**src/rtl/riscv_muldiv.sv**
```systemverilog
// Iterative RV32M/RV64M multiply/divide unit: shift-add multiply, restoring divide, sign fix-up.
// Define RISCV_MULDIV_FAST_MUL_EN to route multiplies through a combinational multiplier (short path).
module riscv_muldiv #(
  parameter int XLEN = 32
) (
  input  logic            clk,
  input  logic            rst_n,
  input  logic            in_valid,
  output logic            in_ready,
  input  logic [2:0]      op,
  input  logic [XLEN-1:0] a,
  input  logic [XLEN-1:0] b,
  input  logic            kill,
  output logic            out_valid,
  input  logic            out_ready,
  output logic [XLEN-1:0] result,
  output logic [1:0]      dbg_state
);
  // Handshake: a request transfers on a rising edge with in_valid & in_ready; a result
  // transfers on a rising edge with out_valid & out_ready. kill overrides both.
  typedef enum logic [1:0] {IDLE, CALC, FIX, DONE} state_t;

  localparam int CW = $clog2(XLEN);
  localparam logic [CW-1:0]   CNT_LAST = CW'(XLEN - 1);
  localparam logic [XLEN-1:0] MIN_NEG  = {1'b1, {(XLEN-1){1'b0}}};

  state_t state, state_next;
  logic [2:0]        op_q;
  logic [XLEN-1:0]   a_q, mag_b;
  logic              sign_a, sign_b, div_zero, div_ovf;
  logic [2*XLEN-1:0] acc, acc_next;
  logic [CW-1:0]     cnt;

  logic            a_signed, b_signed, sign_a_in, sign_b_in, accept, short_in;
  logic            div_zero_in, div_ovf_in, fast_mul;
  logic [XLEN-1:0] mag_a_in, mag_b_in;

  always_comb begin
    a_signed = 1'b0;
    b_signed = 1'b0;
    case (op)
      3'd0, 3'd1, 3'd4, 3'd6: begin a_signed = 1'b1; b_signed = 1'b1; end
      3'd2:                   a_signed = 1'b1;
      default:                ;
    endcase
  end

  assign sign_a_in   = a_signed & a[XLEN-1];
  assign sign_b_in   = b_signed & b[XLEN-1];
  assign mag_a_in    = sign_a_in ? -a : a;
  assign mag_b_in    = sign_b_in ? -b : b;
  assign div_zero_in = op[2] & (b == '0);
  assign div_ovf_in  = op[2] & ~op[0] & (a == MIN_NEG) & (&b);
`ifdef RISCV_MULDIV_FAST_MUL_EN
  assign fast_mul = ~op[2];
`else
  assign fast_mul = 1'b0;
`endif
  assign short_in  = div_zero_in | div_ovf_in | fast_mul;
  assign in_ready  = (state == IDLE) & ~kill;
  assign accept    = in_valid & in_ready;
  assign out_valid = (state == DONE);
  assign dbg_state = state;

  always_ff @(posedge clk or negedge rst_n) begin
    if (!rst_n) state <= IDLE;
    else        state <= state_next;
  end

  always_comb begin
    state_next = state;
    case (state)
      IDLE: if (accept) state_next = short_in ? FIX : CALC;
      CALC: if (cnt == CNT_LAST) state_next = FIX;
      FIX:  state_next = DONE;
      DONE: if (out_ready) state_next = IDLE;
      default: state_next = IDLE;
    endcase
    if (kill) state_next = IDLE;
  end

  // One iteration: multiply adds mag_b into the high half and shifts right;
  // divide shifts {rem, quo} left and subtracts mag_b when it fits.
  logic [XLEN:0] mul_sum, div_tmp, div_diff;
  always_comb begin
    mul_sum  = {1'b0, acc[2*XLEN-1:XLEN]} + (acc[0] ? {1'b0, mag_b} : '0);
    div_tmp  = {acc[2*XLEN-1:XLEN], acc[XLEN-1]};
    div_diff = div_tmp - {1'b0, mag_b};
    if (op_q[2])
      acc_next = {(div_diff[XLEN] ? div_tmp[XLEN-1:0] : div_diff[XLEN-1:0]),
                  acc[XLEN-2:0], ~div_diff[XLEN]};
    else
      acc_next = {mul_sum, acc[XLEN-1:1]};
  end

  logic [2*XLEN-1:0] prod_fix;
  logic [XLEN-1:0]   quo_fix, rem_fix, fix_result;
  always_comb begin
    prod_fix = (sign_a ^ sign_b) ? -acc : acc;
    quo_fix  = (sign_a ^ sign_b) ? -acc[XLEN-1:0] : acc[XLEN-1:0];
    rem_fix  = sign_a ? -acc[2*XLEN-1:XLEN] : acc[2*XLEN-1:XLEN];
    case (op_q)
      3'd0:         fix_result = prod_fix[XLEN-1:0];
      3'd1, 3'd2,
      3'd3:         fix_result = prod_fix[2*XLEN-1:XLEN];
      3'd4, 3'd5:   fix_result = div_zero ? '1 : (div_ovf ? a_q : quo_fix);
      default:      fix_result = div_zero ? a_q : (div_ovf ? '0 : rem_fix);
    endcase
  end

  always_ff @(posedge clk or negedge rst_n) begin
    if (!rst_n) begin
      op_q     <= '0;
      a_q      <= '0;
      mag_b    <= '0;
      sign_a   <= 1'b0;
      sign_b   <= 1'b0;
      div_zero <= 1'b0;
      div_ovf  <= 1'b0;
      acc      <= '0;
      cnt      <= '0;
      result   <= '0;
    end else begin
      case (state)
        IDLE: if (accept) begin
          op_q     <= op;
          a_q      <= a;
          mag_b    <= mag_b_in;
          sign_a   <= sign_a_in;
          sign_b   <= sign_b_in;
          div_zero <= div_zero_in;
          div_ovf  <= div_ovf_in;
          cnt      <= '0;
`ifdef RISCV_MULDIV_FAST_MUL_EN
          if (fast_mul)
            acc <= {{XLEN{1'b0}}, mag_a_in} * {{XLEN{1'b0}}, mag_b_in};
          else
            acc <= {{XLEN{1'b0}}, mag_a_in};
`else
          acc <= {{XLEN{1'b0}}, mag_a_in};
`endif
        end
        CALC: begin
          acc <= acc_next;
          cnt <= cnt + 1'b1;
        end
        FIX:     result <= fix_result;
        default: ;
      endcase
    end
  end
endmodule
```
**config.mk**
```make
export PLATFORM = sky130hd
export DESIGN_NAME = riscv_muldiv
export DESIGN_NICKNAME = d
export VERILOG_FILES = /design/src/rtl/riscv_muldiv.sv
export SDC_FILE = /design/constraint.sdc
export NUM_CORES = 1
export LEC_CHECK = 0
export CAP_MARGIN = 40
export CORE_UTILIZATION = 39
export DETAILED_ROUTE_END_ITERATION = 12
export SETUP_SLACK_MARGIN = 0.02
export SYNTH_ARGS = -nofsm -noshare
export SYNTH_HDL_FRONTEND = slang
export SYNTH_SLANG_ARGS = --single-unit
export TNS_END_PERCENT = 30
```
**constraint.sdc**
```tcl
create_clock -name clk -period 4.6 [get_ports clk]
set_input_delay 0.46 -clock clk [delete_from_list [all_inputs] [get_ports clk]]
set_output_delay 0.46 -clock clk [all_outputs]
set_load 0.02 [all_outputs]
```
After elaboration in Yosys (flattened, before gate mapping)
Index checks and enable logic that the tools add are counted.
{ "classes": {"addsub": 8, "n_eq_ne": 18, "muxes": 25, "bitwise": 13, "n_reduce_logical": 13} }
{ "op_table": {"columns": ["op", "n"], "rows": [
  ["$mux W32", 10],
  ["$mux W64", 3],
  ["$neg A32 Y32", 4],
  ["$pmux W64 S2", 1],
  ["$pmux W32 S3", 1],
  ["$neg A64 Y64", 1],
  ["$add A32 B32 Y33", 1],
  ["$sub A33 B32 Y33", 1],
  ["$eq A32 B32 Y1 const B", 1],
  ["$logic_not A32 Y1", 1],
  ["$reduce_and A32 Y1", 1],
  ["$eq A3 B3 Y1 const B", 4],
  ["$mux W2", 5],
  ["$pmux W5 S2", 1],
  ["$eq A3 B2 Y1 const B", 3],
  ["$and A1 B1 Y1", 8],
  ["$pmux W2 S4", 1],
  ["$eq A3 B1 Y1 const B", 2],
  ["$logic_not A3 Y1", 2],
  ["$ne A3 B3 Y1 const B", 2],
  ["$add A5 B1 Y5 const B", 1],
  ["$eq A5 B5 Y1 const B", 1],
  ["$mux W5", 1],
  ["$reduce_or A5 Y1", 1],
  ["other kinds (15)", 20]
]} }
{ "totals": {"reg_bits": 174, "out_inout_bits": 36, "wordCells": 88} }

Logic depth before layout (Yosys ltp)
{ "depth": {"ltp_word": 9, "ltp_mapped": 14, "depth_no_buf": 13} }

Worst setup path after synthesis
Ideal clock, no wire load.
{ "synth_timing": {"path_type": "flip-flop to flip-flop", "from": "register acc[32]", "to": "register result[30]", "setup_time_ns": 0.124, "arrival_time_ns": 3.173, "required_ns": 4.476, "slack_ns": 1.303, "path_stages_with_launch": 13, "path_buffers": 1, "path_cell_list": "dfrtp_1 inv_1 ha_1 or3b_1 or4_4 buf_6 or4_4 or3_4 nand2_1 xor2_1 nor3_1 a211oi_2 o2bb2ai_1"} }
{ "synth_between": {"elab_chain_cells": 5, "elab_cells_between_ends": 7, "classes_between": "add/sub: 2; mux: 5"} }
{ "synth_rtl": {"columns": ["element", "line", "text"], "rows": [
  ["start, declared", "31", "logic [2*XLEN-1:0] acc, acc_next;"],
  ["start signal, assigned", "140", "acc <= {{XLEN{1'b0}}, mag_a_in};"],
  ["start signal, assigned", "144", "acc <= acc_next;"],
  ["$neg A32 Y32", "101", "rem_fix = sign_a ? -acc[2*XLEN-1:XLEN] : acc[2*XLEN-1:XLEN];"],
  ["$mux W32", "101", null],
  ["$mux W32 (2 in a row)", "107", "default: fix_result = div_zero ? a_q : (div_ovf ? '0 : rem_fix);"],
  ["$pmux W32 S3 (*)", "102", "case (op_q)"],
  ["end signal, assigned", "147", "FIX: result <= fix_result;"],
  ["end, declared", "16", "output logic [XLEN-1:0] result,"]
]} }
Mark *: on every way between the ends. The rest lies on a longest branch, timed or not.
A chain may end at the register's enable or synchronous reset.

Final worst setup path
{ "layout_timing": {"from": "register acc[36]", "to": "register acc[63]"} }
{ "layout_between": {"elab_chain_cells": 4, "elab_cells_between_ends": 5, "classes_between": "add/sub: 2; mux: 3"} }
{ "layout_rtl": {"columns": ["element", "line", "text"], "rows": [
  ["$sub A33 B32 Y33", "88", "div_diff = div_tmp - {1'b0, mag_b};"],
  ["$mux W32", "90", "acc_next = {(div_diff[XLEN] ? div_tmp[XLEN-1:0] : div_diff[XLEN-1:0]),"],
  ["$mux W64 (*)", "89", "if (op_q[2])"],
  ["$pmux W64 S2 (*)", "124", "case (state)"]
]} }
Marked as above.

==> results_dict.tcl <==
set metrics [dict create \
    fillers 3989 \
    die_h_um 204.6 \
    vias 16123 \
    wire_per_inst_um 23.48 \
    std_cell_rows 73 \
    dpl.hpwl_mm 45.27 \
    synth_compound_area_share_pct 26.84 \
    synth_edf_count 0 \
    grtUsageTotal_pct 29.22 \
    firstDrtPassIters 5 \
    clock_skew_ns 0.01950 \
    utilization_pct 45.52 \
    worstPathArrival_ns 4.49 \
    fin_crit_sh_pct 90.03 \
    clkLatencyLatePin_ns 0.47 \
    syn2layout_area_growth_pct 14.00 \
    synth_async_sr_flop_share_pct 100.0 \
    yosys.area_share.simple_pct 18.18 \
    worstSetupPathType "reg2reg" \
    post_synth_num_cell_types 76 \
    numCtsBuffers 17 \
    grt_pass1_wl_mm 93.54 \
    switching_power_w 0.008777 \
    tns_ns 0 \
    synthesis.nets 2183 \
    ys_seq_area_share_pct 27.20 \
    leakagePower_nw 7.693 \
    synth_xor_area_share_pct 10.72 \
    clkPwrFrac_pct 9.9 \
    maxCapViolCount 0 \
    initialDrtViolationCount 1778 \
    p_seq_share_pct 20.3 \
    ios 108 \
    multiInputGateArea_sq_mm 0.01084 \
    die-area_sq_mm 0.04187 \
    cp.required_ns 4.94 \
    grt_pass1_vias 15061 \
    setup_viol 0 \
    drive_gt1_share_pct 7.611 \
    core_sq_mm 0.04010 \
    hold_viol_final 0 \
    antenna_left 0 \
    crit_path_end_kind "register" \
    grt_overflow 0 \
    die_w_um 204.6 \
    numPortBuffers 107 \
    syn_area_sq_mm 0.01601 \
    viasPerCell 6.199 \
    yosysWarnings 0 \
    relSlewSlack_pct 40.57 \
    root_buffer "clkbuf_16" \
    worst_pin_slew_ns 0.8915 \
    pwr_density_cell_mw_per_mm2 891.1 \
    antenna_cells 0 \
    cts_resized 0 \
    synthMuxAreaShare_pct 5.595 \
    finalWirelength_mm 61.08 \
    power.share.switching_pct 53.96 \
    peakVddDrop_v 0.0004719 \
    antenna_found_initial 0 \
    yosys_register_bits 174 \
    cts_tree "done" \
    crit_fanout 25 \
    grt_max_degree 95 \
    synth_top_family_by_area "compound AO/OA/AOI/OAI gates" \
    synth_area_per_cell_sq_um 7.871 \
    synth_fa_ha_area_share_pct 6.111 \
    nNetsFinal 2213 \
    synth_cells 2034 \
    slew_violations 0 \
    drc 0 \
    p_int_w 0.007488 \
    initial_core_util_pct 39.93 \
    p_comb_share_pct 69.7 \
    start_kind "register" \
    hold_path_class "in2async" \
    fin_ws_ns 0.4587 \
    seq_area_sq_mm 0.004355 \
    fin_crit_ns 4.141 \
    clk_pin_slew_worst_paths_ns 0.08 \
    numClockSinks 174 \
    gp_congestion 0.9386 \
    pre_cts_ws_ns 0.5591 \
    cts.path.max_buffers 2 \
    synthFlopType "dfrtp_1" \
    cts_max_level 4 \
    status "complete, no violations" \
    clock.fmax_mhz 241.5 \
    rsz0062_at_grt "false" \
]
## power by group through the flow
stage / Clock, W / Sequential, W / Combinational, W
finish: 0.00162 / 0.00330 / 0.0113
global route: 0.00169 / 0.00339 / 0.0123
CTS: 0.00163 / 0.00327 / 0.0111
detailed placement: 0 / 0.00330 / 0.0110
global placement: 0 / 0.00328 / 0.0110
floorplan: 0 / 0.00293 / 0.00781
## Yosys cell counts, types with 36 or more instances
library cell	number	share of area, %
mux2i_1	49	3.1
clkbuf_1	131	3.1
a21o_1	43	2.0
ha_1	75	5.9
inv_1	67	1.6
a21oi_1	184	5.8
nor3_1	48	1.5
mux2_2	36	2.5
o21ai_0	189	5.9
nor2_1	157	3.7
xnor2_1	127	6.9
xor2_1	69	3.8
dfrtp_1	174	27
nand2_1	196	4.6
## flip-flops by register name, summed over array words and instances (netlist names), 2 cells and up
register   count
dbg_state      2
op_q           3
mag_b         32
a_q           32
acc           64
cnt            5
result        32
## cell families after synthesis
group	Yosys count
AO/OA/AOI/OAI	680
AND/OR/NAND/NOR	601
buffers and inverters	221
XOR/XNOR	196
flip-flops	174
multiplexers	85
adder cells (fa/ha/maj)	77
## worst paths after layout
| path | start | end | slack (ns) | cells after the start |
|---|---|---|---|---|
| worst min-delay path | rst_n | mag_b[24]$_DFFE_PN0P_ | 0.40 | 2 |
| worst max-delay path | acc[36]$_DFFE_PN0P_ | acc[63]$_DFFE_PN0P_ | 0.46 | 12 |
| max in group asynchronous | rst_n | a_q[19]$_DFFE_PN0P_ | 3.03 | 4 |
| worst max register to register | acc[36]$_DFFE_PN0P_ | acc[63]$_DFFE_PN0P_ | 0.46 | 12 |
| worst min register to register | mag_b[27]$_DFFE_PN0P_ | mag_b[27]$_DFFE_PN0P_ | 0.48 | 2 |
| min in group clk | mag_b[27]$_DFFE_PN0P_ | mag_b[27]$_DFFE_PN0P_ | 0.48 | 2 |
## metrics by stage
| step | instance area [sq um] | hold slack [ns] | std cells | power [W] |
|---|---|---|---|---|
| floorplan | 16010 | 0.1644 | 2034 | 0.01074 |
| global placement | 17580 | 0.4639 | 2565 | 0.01426 |
| detailed placement | 17630 | 0.2940 | 2568 | 0.01430 |
| CTS | 18250 | 0.3543 | 2600 | 0.01598 |
| global route | 18250 | 0.3982 | 2601 | 0.01734 |
| finish | 18250 | 0.3970 | 2601 | 0.01627 |
## cells in the final DEF, fill, tap and decap left out, types with 7 or more instances in the layout
cell / instances
or4_1: 17
nor3_1: 48
o21ai_0: 189
mux2i_1: 49
a221o_1: 18
a211oi_1: 21
clkbuf_16: 17
o2bb2ai_1: 16
or2_2: 9
o211ai_1: 10
a21oi_1: 184
mux2_2: 36
nor2_1: 156
o21bai_1: 10
o41ai_1: 9
nand4_1: 27
o311ai_0: 7
clkdlybuf4s50_1: 106
or3_1: 27
a21o_1: 43
o21a_1: 12
and2_1: 13
nor4_1: 12
o22ai_1: 21
inv_1: 67
nand2_1: 195
o31ai_1: 27
a22oi_1: 16
nand2b_1: 18
dfrtp_1: 173
ha_1: 73
nand3_1: 27
o221ai_1: 17
buf_4: 53
xor2_1: 68
a221oi_1: 20
and3_1: 13
a31oi_1: 14
xnor2_1: 126
## area by class of cell
type	instances	area share, %
repair buffers	165	8.438
clock inverters	12	0.9665
multi-input cells	1639	59.38
flip-flops and latches	174	23.86
clock buffers	19	2.372
inverters	67	1.378
well taps	525	3.599
## worst max-delay path, cell delays in order (launching register included)
cell,delay (ns)
dfrtp_1,0.57
ha_1,0.34
a21o_1,0.21
a211oi_1,0.27
a21oi_1,0.19
a2111oi_0,0.66
nor3_1,0.21
nor3_1,0.45
buf_4,0.25
nor2_2,0.04
buf_4,0.29
o311ai_0,0.40
a21oi_1,0.12
## layer usage
| layer | global-route usage [%] | vias to the layer above | share of wire, % |
|---|---|---|---|
| met1 | 43.86 | 7816 | 47 |
| met5 | 0 | - | 0 |
| li1 | - | 7470 | - |
| met3 | 5.552 | 92 | 8.6 |
| met2 | 41.63 | 745 | 42 |
| met4 | 8.795 | 0 | 2.7 |
## timing repair
item / 4_1_cts / 5_1_grt
hold buffers: 1 / 0
hold endpoints to repair: 6 / 0
buffers inserted: 0 / 0
Power figures use the tool's default switching activity.
